[src/rtl/addsub_pkg.sv]
// Shared definitions for the pipelined adder/subtractor: op encodings,
// flag bit positions and a flag packing helper.
package addsub_pkg;

  typedef enum logic [1:0] {
    OP_ADD = 2'b00,
    OP_SUB = 2'b01,
    OP_ADC = 2'b10,
    OP_SBB = 2'b11
  } op_e;

  localparam int FLG_C = 0;
  localparam int FLG_V = 1;
  localparam int FLG_Z = 2;
  localparam int FLG_N = 3;

  function automatic logic [3:0] pack_flags(input logic n, input logic z,
                                            input logic v, input logic c);
    logic [3:0] f;
    f        = '0;
    f[FLG_N] = n;
    f[FLG_Z] = z;
    f[FLG_V] = v;
    f[FLG_C] = c;
    return f;
  endfunction

endpackage

[src/rtl/cla_nbit.sv]
// WIDTH-bit adder built from 2-bit carry-lookahead groups with the group
// carry rippling between groups; also exposes the carry into the MSB.
module cla_nbit #(
  parameter int WIDTH = 8
) (
  input  logic [WIDTH-1:0] a_i,
  input  logic [WIDTH-1:0] b_i,
  input  logic             c_i,
  output logic [WIDTH-1:0] sum_o,
  output logic             cout_o,
  output logic             cmsb_o
);

  logic [WIDTH:0] c;

  assign c[0] = c_i;

  for (genvar gi = 0; gi < WIDTH / 2; gi++) begin : g_grp
    localparam int L = 2 * gi;
    logic g0, p0, g1, p1;

    assign g0 = a_i[L]   & b_i[L];
    assign p0 = a_i[L]   ^ b_i[L];
    assign g1 = a_i[L+1] & b_i[L+1];
    assign p1 = a_i[L+1] ^ b_i[L+1];

    // Group carry-out is formed directly from the group carry-in, not via c[L+1].
    assign c[L+1] = g0 | (p0 & c[L]);
    assign c[L+2] = g1 | (p1 & g0) | (p1 & p0 & c[L]);

    assign sum_o[L]   = p0 ^ c[L];
    assign sum_o[L+1] = p1 ^ c[L+1];
  end

  assign cout_o = c[WIDTH];
  assign cmsb_o = c[WIDTH-1];

endmodule

[src/rtl/addsub_pipe.sv]
// Two-stage valid/ready add/subtract pipeline: S1 registers operands, S2
// registers result and {N,Z,V,C}; a carry register chains ADC/SBB beats.
module addsub_pipe
  import addsub_pkg::*;
#(
  parameter int WIDTH = 8
) (
  input  logic             clk,
  input  logic             rst_n,
  input  logic             in_valid,
  output logic             in_ready,
  input  logic [WIDTH-1:0] a,
  input  logic [WIDTH-1:0] b,
  input  logic [1:0]       op,
  output logic             out_valid,
  input  logic             out_ready,
  output logic [WIDTH-1:0] s,
  output logic [3:0]       flags
);

  logic             s1_valid_q;
  logic [WIDTH-1:0] a_q, b_q;
  op_e              op_q;

  logic             out_valid_q;
  logic [WIDTH-1:0] s_q;
  logic [3:0]       flags_q;
  logic             cf_q;

  logic             adv2;
  logic             accept;
  logic [WIDTH-1:0] b_eff;
  logic             cin;
  logic [WIDTH-1:0] sum_d;
  logic             cout;
  logic             cmsb;
  logic [3:0]       flags_d;

  // S2 frees up when it is empty or being drained this cycle.
  assign adv2     = !out_valid_q || out_ready;
  assign in_ready = rst_n && (!s1_valid_q || adv2);
  assign accept   = in_valid && in_ready;

  // NOTE: every signal written in always_comb gets a default first, so no path leaves it unassigned and no latch is inferred.
  always_comb begin
    b_eff = b_q;
    cin   = 1'b0;
    case (op_q)
      OP_ADD: begin b_eff = b_q;  cin = 1'b0; end
      OP_SUB: begin b_eff = ~b_q; cin = 1'b1; end
      OP_ADC: begin b_eff = b_q;  cin = cf_q; end
      OP_SBB: begin b_eff = ~b_q; cin = cf_q; end
      default: ;
    endcase
  end

  cla_nbit #(.WIDTH(WIDTH)) u_cla (
    .a_i    (a_q),
    .b_i    (b_eff),
    .c_i    (cin),
    .sum_o  (sum_d),
    .cout_o (cout),
    .cmsb_o (cmsb)
  );

  assign flags_d = pack_flags(sum_d[WIDTH-1], (sum_d == '0), cmsb ^ cout, cout);

  // NOTE: operand registers are qualified by s1_valid_q and so carry no reset; only control and visible state are reset.
  always_ff @(posedge clk) begin
    if (accept) begin
      a_q  <= a;
      b_q  <= b;
      op_q <= op_e'(op);
    end
  end

  // NOTE: sequential state uses non-blocking assignments so every register samples pre-edge values.
  always_ff @(posedge clk) begin
    if (!rst_n) begin
      s1_valid_q  <= 1'b0;
      out_valid_q <= 1'b0;
      s_q         <= '0;
      flags_q     <= '0;
      cf_q        <= 1'b0;
    end else begin
      if (accept)    s1_valid_q <= 1'b1;
      else if (adv2) s1_valid_q <= 1'b0;

      if (adv2) begin
        out_valid_q <= s1_valid_q;
        if (s1_valid_q) begin
          s_q     <= sum_d;
          flags_q <= flags_d;
          cf_q    <= cout;
        end
      end
    end
  end

  assign out_valid = out_valid_q;
  assign s         = s_q;
  assign flags     = flags_q;

endmodule

[config.mk]
export PLATFORM = sky130hd
export DESIGN_NAME = addsub_pipe
export DESIGN_NICKNAME = d
export VERILOG_FILES = /design/src/rtl/addsub_pkg.sv /design/src/rtl/cla_nbit.sv /design/src/rtl/addsub_pipe.sv
export SDC_FILE = /design/constraint.sdc
export NUM_CORES = 1
export LEC_CHECK = 0
export BUFFER_PORTS_ARGS = -buffer_cell sky130_fd_sc_hd__buf_2
export CORE_ASPECT_RATIO = 0.5
export CORE_UTILIZATION = 40
export DETAILED_ROUTE_END_ITERATION = 8
export PLACE_DENSITY_LB_ADDON = 0.08
export RECOVER_POWER = 50
export SLEW_MARGIN = 20
export SYNTH_ARGS = -nofsm -noshare
export SYNTH_HDL_FRONTEND = slang
export SYNTH_HIERARCHICAL = 1
export SYNTH_SLANG_ARGS = --single-unit
[constraint.sdc]
create_clock -name clk -period 5.55 [get_ports clk]
set_clock_uncertainty 0.2 [all_clocks]
set_input_delay 0.555 -clock clk [delete_from_list [all_inputs] [get_ports clk]]
set_output_delay 0.555 -clock clk [all_outputs]
set_load 0.01 [all_outputs]
==> impl_metrics.env <==
export IMPL_synth_edf_count=18
export IMPL_ys_ff_latch=31
export IMPL_cap_violations=0
export IMPL_busiest_layer="met1"
export IMPL_wire_per_inst_um=12.4
export IMPL_path_buf_inv=0
export IMPL_status="completed"
export IMPL_ios=36
export IMPL_ys_top_cells_by_area="edfxtp_1, dfxtp_1, ha_1, a21oi_2, fa_1"
export IMPL_syn_inst=131
export IMPL_die_h_um=46.4
export IMPL_max_clock_freq_ghz=0.327
export IMPL_placementRows=15
export IMPL_p_per_area_mw_per_mm2=284
export IMPL_p_comb_share_pct=17.1
export IMPL_fin_crit_ns=3.06
export IMPL_drc=0
export IMPL_use_met1_pct=20.4
export IMPL_die_w_um=90.8
export IMPL_synth_ff_type="edfxtp_1"
export IMPL_place_gp_congestion=0.724
export IMPL_final_nets=199
export IMPL_die_area_mm2=0.00421
export IMPL_track_usage_pct=13.7
export IMPL_worstReg2RegStart="op_q[0]"
export IMPL_clock_tree_root_cell="clkbuf_8"
export IMPL_p_switching_uw=136
export IMPL_holdPathEnd="a_q[0]"
export IMPL_yosysSeqAreaShare_pct=50.8
export IMPL_cts_tree="done"
export IMPL_finalSetupViolCount=0
export IMPL_hold_viol=0
export IMPL_hold_depth=1
export IMPL_crit_path_max_incr_delay_ns=0.58
export IMPL_slew_viol_final=0
export IMPL_cp_start_kind="flop"
export IMPL_ys_warn_count=6
export IMPL_diodes=0
export IMPL_htreeDepth=2
export IMPL_cts_hold_buf=0
export IMPL_dr_pass1_iters=4
export IMPL_reg2reg_slack_ns=2.49
export IMPL_setup_ws_ns=2.49
export IMPL_viasPerCell=4.68
export IMPL_netlist_top_cells_count="edfxtp_1, dfxtp_1, inv_1, a21oi_2"
export IMPL_grt_overflow_total=0
export IMPL_path_delay_family="adder cells"
export IMPL_area_growth_pct=15.4
export IMPL_nFillCells=345
export IMPL_grt_use_met3_pct=5.61
export IMPL_ir_drop_v=0.000208
export IMPL_synth_top_area_share_pct=34.3
export IMPL_tns_ns=0
export IMPL_crit_start="op_q[0]"
export IMPL_fin_crit_sh_pct=55.1
export IMPL_hp_class="in -> reg"
export IMPL_timing_rr_end="flags[2]"
export IMPL_grt_max_degree=19
export IMPL_rr_worst_depth=10
export IMPL_slowest_stage="edfxtp_1"
export IMPL_numPortBuffers=35
export IMPL_drt_iter0_drc=15
export IMPL_synth_most_common_cell="edfxtp_1"
export IMPL_async_flop_share_pct=0
export IMPL_core_mm2=0.00360
export IMPL_drive_gt1_share_pct=30.7
export IMPL_syn_nets=165
export IMPL_critPathRequiredTime_ns=5.55
export IMPL_clock_latency_ns=0.27
export IMPL_cts_buffers=5
export IMPL_start_util_pct=43.7
export IMPL_switching_share_pct=26.4
export IMPL_grt_pass1_wl_um=4170
export IMPL_clock_path_buffers=2
export IMPL_cts_sinks=31
export IMPL_synth_cell_types=29
export IMPL_avgSynthCellArea_um2=12.0
export IMPL_via_count=1015
export IMPL_seqPwrFrac_pct=51.6
export IMPL_synth_top_area_cell="edfxtp_1"
export IMPL_min_from="a[0]"
export IMPL_worst_pin_slew_ns=0.787
export IMPL_rsz0062_at_grt="no"
export IMPL_leakagePower_nw=0.711
export IMPL_synth_area_mm2=0.00158
export IMPL_pre_cts_ws_ns=2.47
export IMPL_clkPwrFrac_pct=31.4
export IMPL_cts_setup_buffers=0
export IMPL_grt_pass1_vias=861
export IMPL_endpoint_kind="flop"
export IMPL_internal_power_uw=380
export IMPL_path_max_fanout=9
export IMPL_worstPathCellList="xor2_1, ha_1, a21o_1, a21oi_2, o31a_1, fa_1, xnor2_1, nor4_1, nand4_1, a21oi_2"
export IMPL_antenna_found_initial=0
export IMPL_worstPathArrival_ns=3.06
export IMPL_maxSlewHeadroom_pct=47.6
export IMPL_ctsResizeCount=0
export IMPL_path_common_cell="a21oi_2"
export IMPL_clk_pin_slew_worst_paths_ns=0.06
export IMPL_place_hpwl_um=2020
export IMPL_worstSetupPathType="reg -> reg"
export IMPL_drt_total_wl_um=2680
export IMPL_drtAntennaViolNets=0
export IMPL_grt_use_met2_pct=17.3
## through the flow
| stage | util (%) | instances | hold slack (ns) | instance area, um2 | power [mW] |
|---|---|---|---|---|---|
| detailed placement | 48.6 | 209 | 0.257 | 1750 | 0.361 |
| global route | 50.5 | 217 | 0.237 | 1820 | 0.545 |
| finish | 50.5 | 217 | 0.254 | 1820 | 0.516 |
| CTS | 50.8 | 217 | 0.244 | 1830 | 0.525 |
| global placement | 48.6 | 209 | 0.252 | 1750 | 0.359 |
| floorplan | - | 131 | 0.256 | 1580 | 0.336 |
## final cells by class
type	instances	area [um2]	area share, %
Timing Repair Buffer	35	161	8.88
Clock inverter	2	7.51	0.413
Tap cell	51	63.8	3.51
Sequential cell	31	801	44.0
Multi-Input combinational cell	79	663	36.5
Clock buffer	6	72.6	3.99
Inverter	13	48.8	2.68
## how the worst max path moves through the flow
stage          endpoint  slack, ns  depth (start not counted)
2_1_floorplan  flags[2]       2.79                         11
3_3_place_gp   flags[2]       2.57                         10
3_5_place_dp   flags[2]       2.47                         10
4_1_cts        flags[2]       2.46                         10
5_1_grt        flags[2]       2.28                         10
6_report       flags[2]       2.49                         10
## layout by cell type (no fill, tap or decap), types with 2 or more instances in the layout
| cell | count |
|---|---|
| buf_2 | 24 |
| edfxtp_1 | 18 |
| inv_1 | 13 |
| dfxtp_1 | 13 |
| clkbuf_1 | 12 |
| a21oi_2 | 10 |
| xor2_1 | 9 |
| nand3_1 | 9 |
| o21ai_2 | 9 |
| a21oi_1 | 8 |
| ha_1 | 8 |
| clkbuf_8 | 5 |
| xnor2_1 | 4 |
| fa_1 | 4 |
| nand2_1 | 3 |
| nor4_1 | 2 |
| o21ai_0 | 2 |
| clkinv_1 | 2 |
## cells by family after synthesis
group	Yosys count	synth area share (%)
compound gates	34	16.1
flops	31	50.8
buf+inv	21	7.07
simple gates	19	6.59
xor+xnor	13	7.23
fa+ha+maj	12	11.4
mux	1	0.715
## flip-flops by register name, summed over array words and instances (netlist names)
name / cells
b_q: 8
s1_valid_q: 1
s: 8
op_q: 2
flags: 3
out_valid: 1
a_q: 8
## metal layers
| metal | share of wire (%) | wire length (um) | vias up |
|---|---|---|---|
| li1 | - | - | 523 |
| met1 | 57 | 1540 | 456 |
| met2 | 36 | 965 | 34 |
| met3 | 6.3 | 169 | 2 |
| met4 | 0.41 | 11 | 0 |
| met5 | 0 | 0 | - |
## power groups by stage
stage          clock (mW)  combinational, mW  sequential (mW)
6_report            0.162             0.0880            0.266
3_5_place_dp            0             0.0897            0.271
4_1_cts             0.168             0.0902            0.266
3_3_place_gp            0             0.0885            0.271
5_1_grt             0.180             0.0975            0.268
2_1_floorplan           0             0.0654            0.271
No activity file was read; power rests on OpenSTA's default activity.
